--- src/rtl/spi_slave_responder.sv ---
// rtl/spi_slave_responder.sv - SPI slave endpoint: oversampled pins, two-way symbol shifter,
// select/deselect/transfer counters and a checksum of received symbols.
module spi_slave_responder #(
    parameter int DATA_W = 32,
    parameter int CNT_W  = 16
) (
    input  logic              i_clk,
    input  logic              i_rst_n,
    input  logic              i_sclk_in,
    input  logic              i_cs_n_in,
    input  logic              i_mosi_in,
    output logic              o_miso_out,
    output logic              o_miso_drive,
    input  logic              i_cpol,
    input  logic              i_cpha,
    input  logic              i_msb_first,
    input  logic [5:0]        i_sym_size,
    input  logic [DATA_W-1:0] i_tx_seed,
    input  logic              i_clear,
    output logic [DATA_W-1:0] o_rx_data,
    output logic              o_rx_valid,
    output logic [CNT_W-1:0]  o_starts,
    output logic [CNT_W-1:0]  o_stops,
    output logic [CNT_W-1:0]  o_transfers,
    output logic [31:0]       o_rx_checksum,
    output logic              o_busy
);

    typedef enum logic {S_IDLE, S_ACTIVE} state_t;

    state_t              r_state;
    state_t              w_state_nxt;

    logic [2:0]          r_sclk_sync;
    logic [2:0]          r_cs_sync;
    logic [1:0]          r_mosi_sync;

    logic                r_cpol;
    logic                r_cpha;
    logic                r_msb;
    logic [5:0]          r_size;
    logic [5:0]          r_bit_cnt;
    logic                r_done;
    logic [DATA_W-1:0]   r_rx;
    logic [DATA_W-1:0]   r_tx_sym;
    logic                r_miso;

    logic [DATA_W-1:0]   r_rx_data;
    logic                r_rx_valid;
    logic [CNT_W-1:0]    r_starts;
    logic [CNT_W-1:0]    r_stops;
    logic [CNT_W-1:0]    r_transfers;
    logic [31:0]         r_checksum;

    logic                w_cs_fall;
    logic                w_cs_rise;
    logic                w_select;
    logic                w_deselect;
    logic                w_act;
    logic                w_sclk_edge;
    logic                w_lead;
    logic                w_trail;
    logic                w_sample;
    logic                w_shift;
    logic [5:0]          w_size_in;
    logic [DATA_W-1:0]   w_seed_masked;
    logic [DATA_W-1:0]   w_mask;
    logic [DATA_W-1:0]   w_rx_msb;
    logic [DATA_W-1:0]   w_rx_lsb;
    logic [DATA_W-1:0]   w_rx_sym;
    logic [DATA_W-1:0]   w_tx_dec;

    function automatic logic [DATA_W-1:0] f_mask(input logic [5:0] size);
        return {DATA_W{1'b1}} >> (6'(DATA_W) - size);
    endfunction

    // Bit idx in transmit order of a size-bit symbol.
    function automatic logic f_tx_bit(input logic [DATA_W-1:0] sym, input logic [5:0] size,
                                      input logic msb, input logic [5:0] idx);
        logic [DATA_W-1:0] v;
        v = msb ? (sym >> (size - 6'd1 - idx)) : (sym >> idx);
        return v[0];
    endfunction

    always_ff @(posedge i_clk or negedge i_rst_n) begin
        if (!i_rst_n) begin
            r_sclk_sync <= 3'b000;
            r_cs_sync   <= 3'b111;
            r_mosi_sync <= 2'b00;
        end else begin
            r_sclk_sync <= {r_sclk_sync[1:0], i_sclk_in};
            r_cs_sync   <= {r_cs_sync[1:0], i_cs_n_in};
            r_mosi_sync <= {r_mosi_sync[0], i_mosi_in};
        end
    end

    assign w_cs_fall   = r_cs_sync[2] & ~r_cs_sync[1];
    assign w_cs_rise   = ~r_cs_sync[2] & r_cs_sync[1];
    assign w_select    = (r_state == S_IDLE) && w_cs_fall;
    assign w_deselect  = (r_state == S_ACTIVE) && w_cs_rise;
    assign w_act       = (r_state == S_ACTIVE) && !r_cs_sync[1];
    assign w_sclk_edge = r_sclk_sync[2] ^ r_sclk_sync[1];
    assign w_lead      = w_sclk_edge && (r_sclk_sync[2] == r_cpol);
    assign w_trail     = w_sclk_edge && (r_sclk_sync[1] == r_cpol);
    assign w_sample    = w_act && (r_cpha ? w_trail : w_lead);
    assign w_shift     = w_act && (r_cpha ? w_lead : w_trail);

    assign w_size_in     = ((i_sym_size == 6'd0) || (i_sym_size > 6'(DATA_W))) ? 6'(DATA_W) : i_sym_size;
    assign w_seed_masked = i_tx_seed & f_mask(w_size_in);
    assign w_mask        = f_mask(r_size);
    assign w_rx_msb      = {r_rx[DATA_W-2:0], r_mosi_sync[1]};
    assign w_rx_lsb      = (r_rx >> 1) | ({{(DATA_W-1){1'b0}}, r_mosi_sync[1]} << (r_size - 6'd1));
    assign w_rx_sym      = r_rx & w_mask;
    assign w_tx_dec      = (r_tx_sym - {{(DATA_W-1){1'b0}}, 1'b1}) & w_mask;

    always_ff @(posedge i_clk or negedge i_rst_n) begin
        if (!i_rst_n) begin
            r_state <= S_IDLE;
        end else begin
            r_state <= w_state_nxt;
        end
    end

    always_comb begin
        w_state_nxt = r_state;
        case (r_state)
            S_IDLE:   if (w_cs_fall) w_state_nxt = S_ACTIVE;
            S_ACTIVE: if (w_cs_rise) w_state_nxt = S_IDLE;
            default:  w_state_nxt = S_IDLE;
        endcase
    end

    // Shift engine. The shift edge always presents the bit indexed by the number of samples
    // already taken, so the edge right after a symbol completes re-presents bit 0.
    always_ff @(posedge i_clk or negedge i_rst_n) begin
        if (!i_rst_n) begin
            r_cpol    <= 1'b0;
            r_cpha    <= 1'b0;
            r_msb     <= 1'b0;
            r_size    <= 6'(DATA_W);
            r_bit_cnt <= 6'd0;
            r_done    <= 1'b0;
            r_rx      <= '0;
            r_tx_sym  <= '0;
            r_miso    <= 1'b0;
        end else begin
            r_done <= 1'b0;
            if (w_select) begin
                r_cpol    <= i_cpol;
                r_cpha    <= i_cpha;
                r_msb     <= i_msb_first;
                r_size    <= w_size_in;
                r_bit_cnt <= 6'd0;
                r_rx      <= '0;
                r_tx_sym  <= w_seed_masked;
                r_miso    <= i_cpha ? 1'b0 : f_tx_bit(w_seed_masked, w_size_in, i_msb_first, 6'd0);
            end else if (w_deselect) begin
                r_bit_cnt <= 6'd0;
                r_miso    <= 1'b0;
            end else if (r_done) begin
                r_bit_cnt <= 6'd0;
                r_rx      <= '0;
                r_tx_sym  <= w_tx_dec;
                if (!r_cpha) begin
                    r_miso <= f_tx_bit(w_tx_dec, r_size, r_msb, 6'd0);
                end
            end else begin
                if (w_sample) begin
                    r_rx      <= r_msb ? w_rx_msb : w_rx_lsb;
                    r_bit_cnt <= r_bit_cnt + 6'd1;
                    r_done    <= ((r_bit_cnt + 6'd1) == r_size);
                end
                if (w_shift) begin
                    r_miso <= f_tx_bit(r_tx_sym, r_size, r_msb, r_bit_cnt);
                end
            end
        end
    end

    always_ff @(posedge i_clk or negedge i_rst_n) begin
        if (!i_rst_n) begin
            r_rx_data   <= '0;
            r_rx_valid  <= 1'b0;
            r_starts    <= '0;
            r_stops     <= '0;
            r_transfers <= '0;
            r_checksum  <= '0;
        end else begin
            r_rx_valid <= 1'b0;
            if (i_clear) begin
                r_rx_data   <= '0;
                r_starts    <= '0;
                r_stops     <= '0;
                r_transfers <= '0;
                r_checksum  <= '0;
            end else begin
                if (w_select) begin
                    r_starts <= r_starts + 1'b1;
                end
                if (w_deselect) begin
                    r_stops <= r_stops + 1'b1;
                end
                if (r_done) begin
                    r_rx_data   <= w_rx_sym;
                    r_rx_valid  <= 1'b1;
                    r_transfers <= r_transfers + 1'b1;
                    r_checksum  <= r_checksum + 32'(w_rx_sym);
                end
            end
        end
    end

    assign o_miso_out    = r_miso;
    assign o_miso_drive  = (r_state == S_ACTIVE);
    assign o_busy        = (r_state == S_ACTIVE);
    assign o_rx_data     = r_rx_data;
    assign o_rx_valid    = r_rx_valid;
    assign o_starts      = r_starts;
    assign o_stops       = r_stops;
    assign o_transfers   = r_transfers;
    assign o_rx_checksum = r_checksum;

endmodule

--- config.mk ---
export PLATFORM = sky130hd
export DESIGN_NAME = spi_slave_responder
export DESIGN_NICKNAME = d
export VERILOG_FILES = /design/src/rtl/spi_slave_responder.sv
export SDC_FILE = /design/constraint.sdc
export NUM_CORES = 1
export LEC_CHECK = 0
export BUFFER_PORTS_ARGS = -buffer_cell sky130_fd_sc_hd__buf_2
export CORE_ASPECT_RATIO = 1.4
export CORE_MARGIN = 4
export CORE_UTILIZATION = 25
export DETAILED_ROUTE_END_ITERATION = 8
export HOLD_SLACK_MARGIN = 0.12
export MAX_ROUTING_LAYER = met4
export PLACE_DENSITY = 0.41
export SLEW_MARGIN = 20
export SYNTH_ARGS = -nofsm -noshare
export SYNTH_HDL_FRONTEND = slang
export SYNTH_SLANG_ARGS = --single-unit
--- constraint.sdc ---
create_clock -name i_clk -period 5.7 [get_ports i_clk]
set_input_delay 0.57 -clock i_clk [delete_from_list [all_inputs] [get_ports i_clk]]
set_output_delay 0.57 -clock i_clk [all_outputs]
set_load 0.02 [all_outputs]
==> Flow_metrics.wiki <==
{| class="wikitable"
! Metric !! Value
|-
| Average size of a mapped cell || 8.33 sq um
|-
| Worst-case clock skew || about 0.026 ns
|-
| DRC violation total after the first TritonRoute iteration || 797
|-
| CP delay by family, top || compound AO/OA/AOI/OAI gates
|-
| Worst hold slack across all endpoints || ~0.15 ns
|-
| Combined global-route utilization of all metal layers || approximately 18%
|-
| Die Span X || between 200 and 250 um
|-
| Internal Dissipation || 0.00303 W
|-
| Number of cell rows || just over 100
|-
| Share of the synthesized netlist area taken by xor and xnor gates || between 6 and 7%
|-
| Most frequently used cell type in the post-synthesis netlist || sky130_fd_sc_hd__nand2_1
|-
| H-tree levels || 1
|-
| Share of cells above drive strength 1 || about 15%
|-
| Library cell occupying the most area in the post-synthesis netlist || sky130_fd_sc_hd__dfrtp_1
|-
| TritonCTS clock tree || built
|-
| Leading cell types by total area after synthesis || sky130_fd_sc_hd__dfrtp_1, sky130_fd_sc_hd__nand2_1, sky130_fd_sc_hd__o21ai_0, sky130_fd_sc_hd__nor2_1, sky130_fd_sc_hd__ha_1
|-
| Global route overflow || 0
|-
| VDD IR max || around 0.15 mV
|-
| Worst-case headroom to the max-slew limit || 35.8%
|-
| Count of placed standard cells in the final layout, fillers left out || between 2,000 and 3,000
|-
| Number of clock buffers inserted by TritonCTS || 24
|-
| Mapped cell area || between 0.01 and 0.015 sq mm
|-
| Worst Hold Depth || 1
|-
| Antenna violations before repair || 0
|-
| Clock power frac || between 30% and 40%
|-
| Fraction of the mapped netlist area in simple logic gates || 24.0%
|-
| Pin count of the biggest net entering global routing || between 80 and 90
|-
| Worst endpoint required time || slightly above 6 ns
|-
| ANT nets after route || 0
|-
| Standby leakage power || approximately 7.0 nW
|-
| Setup slack of the most critical reg-to-reg path || roughly 0.63 ns
|-
| Warnings from Yosys || 0
|-
| Port bufs || between 150 and 200
|-
| Slowest cell on the critical path || sky130_fd_sc_hd__o32ai_1
|-
| Final setup violation count || 0
|-
| Max-cap violations || 0
|-
| Post-synth top area share || a little over a third
|-
| Placeable core region || about 0.054 sq mm
|-
| Cell count along the critical path || 16
|-
| Most instantiated cells after synthesis || sky130_fd_sc_hd__nand2_1, sky130_fd_sc_hd__dfrtp_1, sky130_fd_sc_hd__nor2_1, sky130_fd_sc_hd__o21ai_0, sky130_fd_sc_hd__a21oi_1
|-
| Area fraction in compound gates after synthesis || around a fifth
|-
| Final number of max-transition violations || 0
|-
| Final worst-path cycle share || around nine tenths
|-
| Actual slew at the worst max-slew pin || around 0.95 ns
|-
| Seq pwr share || between 30% and 40%
|-
| Weighted congestion reported at the end of routability-driven placement || ~0.9
|-
| Worst min-delay path category || input pin to register
|-
| RSZ-0062 raised after global routing || false
|-
| Setup Crit Path Kind || register to register
|-
| Reg clk slew, reported paths || 0.06 ns
|-
| Number of instances in the synthesized netlist || 1,645
|-
| Number of cells in the design after placement || between 2,000 and 2,500
|-
| Sequential share of the synthesized area || between 30 and 40%
|-
| Series of cell instances along the critical path || inv_1 -> ha_1 -> or4b_2 -> o32ai_1 -> nor2_1 -> nor2b_1 -> ha_1 -> and3_1 -> a31oi_1 -> o21ai_0 -> a31oi_1 -> o21ai_0 -> o211ai_1 -> a21boi_0 -> o21a_1 -> o211ai_1
|-
| Maximum root-to-sink buffer count || 3
|-
| Post-synthesis mux area share || under 10%
|-
| Average wire per cell in the routed design || roughly 21 um
|-
| Via-to-Cell Ratio || a little over 5
|-
| Setup_tns || 0 ns
|-
| Critical Path Max Stage Delay || roughly 0.69 ns
|-
| Number of search-and-repair iterations in the first detailed-routing pass || 5
|-
| Number of global-route vias before repair || approximately 13,000
|-
| Layout Utilization || about 30%
|-
| Proportion of power drawn by combinational gates || 33.2%
|-
| Clock tree root driver cell || sky130_fd_sc_hd__clkbuf_16
|-
| Net switching component of the power || just under 0.002 W
|-
| Synth cell types || 84
|-
| Half-perimeter wire length of the detailed placement result || approximately 39 mm
|-
| Logic depth of the worst register-to-register path || 16
|-
| Worst EP arrival || approximately 5.5 ns
|-
| Initial core utilization || between 20% and 30%
|-
| I/O pins || ~160
|-
| Overall power after layout || approximately 0.0050 W
|-
| Number of enable flip-flop cells after synthesis || 0
|-
| Upper clock frequency limit || about 200 MHz
|-
| Clock latency of the later-clocked register in the worst-skew pair || 0.56 ns
|-
| Final critical delay including setup and external delays || ~5.1 ns
|-
| Net count of the mapped netlist || about 1,700
|-
| Via Count || around 13,000
|-
| Power density over cell area || 308 mW/mm^2
|-
| Status || finished clean
|-
| Most instantiated flip-flop cell in the synthesis netlist || sky130_fd_sc_hd__dfrtp_1
|-
| Sw frac || approximately two fifths
|-
| First-pass GRT wire length || about 80 mm
|-
| CTS Sinks || 203
|-
| Number of buffers inserted by post-CTS setup repair || 0
|-
| Final number of hold-violating endpoints || 0
|-
| Post-synthesis share of cell area spent on full adders, half adders and majority gates || under 10%
|-
| Hold bufs inserted after CTS || 3
|-
| Post-cts resize count || 0
|-
| Type of origin of the critical path || register
|-
| Synthesis-stage register bit count || 203
|-
| Type of destination of the critical path || register
|-
| Area growth from synthesis to layout || 17.6%
|-
| Worst Path Max Fanout || 8
|-
| Height of the die || 285 um
|-
| Die Area || approximately 0.06 sq mm
|-
| Layout Nets || about 1,900
|-
| Total Routed Length || 51.7 mm
|-
| Combined buffer and inverter count along the critical path || 1
|-
| Async set-reset flop share out of synthesis || 100%
|-
| Post-route DRC || 0
|-
| Largest family of logic cells by synthesized area || simple AND/OR/NAND/NOR gates
|}
==> cell families (layout without fill, tap and decap cells) <==
logic type               after synthesis  in the layout
AO/OA/AOI/OAI                        414            414
XOR/XNOR                             102            102
adder cells (fa/ha/maj)               51             51
buffers and inverters                134            283
flip-flops                           203            203
multiplexers                          55             55
other                                  0              1
AND/OR/NAND/NOR                      686            686
==> sequential cells by signal (all words and copies together), names as in the netlist, 3 cells and up <==
name and flops:
r_cs_sync 3, o_starts 16, r_tx_sym 32, o_rx_data 32, o_transfers 16, o_rx_checksum 32
r_sclk_sync 3, r_rx 32, r_size 6, o_stops 16, r_bit_cnt 6
==> metrics by stage <==
stage | worst slack, ns | area (sq um)
global placement | 0.590 | 15300
global route | 0.183 | 16100
CTS | 0.653 | 16100
detailed placement | 0.687 | 15300
floorplan | 1.24 | 13700
finish | 0.630 | 16100
==> routing by layer <==
layer  GRT usage [%]  wire [um]  vias up  share of wire, %
met5               -          0        -                 0
met4            4.94       1410        0               2.7
met3            1.81       2270       79               4.4
li1                -          -     6167                 -
met1            22.9      22700     6177                44
met2            29.4      25400      331                49
==> cell type report <==
type                    count  area (sq um)
multi-input cells        1308          8110
repair buffers            193          1060
flip-flops and latches    203          5090
diodes                      1          2.50
inverters                  47           176
well taps                 721           902
clock inverters            11           113
clock buffers              32           672
fillers                  5893         38100
==> power groups by stage <==
stage	Combinational [W]	Sequential, W	Clock, W
floorplan	0.00111	0.00167	0
global placement	0.00165	0.00176	0
detailed placement	0.00164	0.00176	0
CTS	0.00164	0.00173	0.00166
global route	0.00179	0.00176	0.00171
finish	0.00165	0.00174	0.00158
==> layout by cell type, fill, tap and decap left out, types with 21 or more instances in the layout <==
master                        n
sky130_fd_sc_hd__ha_1        48
sky130_fd_sc_hd__o21ai_0    150
sky130_fd_sc_hd__and3_1      30
sky130_fd_sc_hd__mux2i_1     43
sky130_fd_sc_hd__xnor2_1     61
sky130_fd_sc_hd__dfrtp_1    198
sky130_fd_sc_hd__or3_1       21
sky130_fd_sc_hd__xor2_1      41
sky130_fd_sc_hd__nor3_1      66
sky130_fd_sc_hd__a21oi_1     90
sky130_fd_sc_hd__nand2_1    209
sky130_fd_sc_hd__buf_4       29
sky130_fd_sc_hd__buf_2      160
sky130_fd_sc_hd__clkbuf_16   25
sky130_fd_sc_hd__nor2_1     197
sky130_fd_sc_hd__inv_1       43
sky130_fd_sc_hd__nand3_1     42
==> worst paths after layout <==
| check | endpoint | startpoint |
|---|---|---|
| min reg2reg | r_mosi_sync[1]$_DFF_PN0_ | r_mosi_sync[0]$_DFF_PN0_ |
| max | o_rx_checksum[30]$_DFFE_PN0P_ | r_size[1]$_DFFE_PN0P_ |
| max in group asynchronous | r_tx_sym[6]$_DFFE_PN0P_ | i_rst_n |
| max reg2reg | o_rx_checksum[30]$_DFFE_PN0P_ | r_size[1]$_DFFE_PN0P_ |
| min | r_sclk_sync[0]$_DFF_PN0_ | i_sclk_in |
| min in group asynchronous | o_transfers[10]$_DFFE_PN0P_ | i_rst_n |
Note: power is estimated with default switching activity, not from simulation.
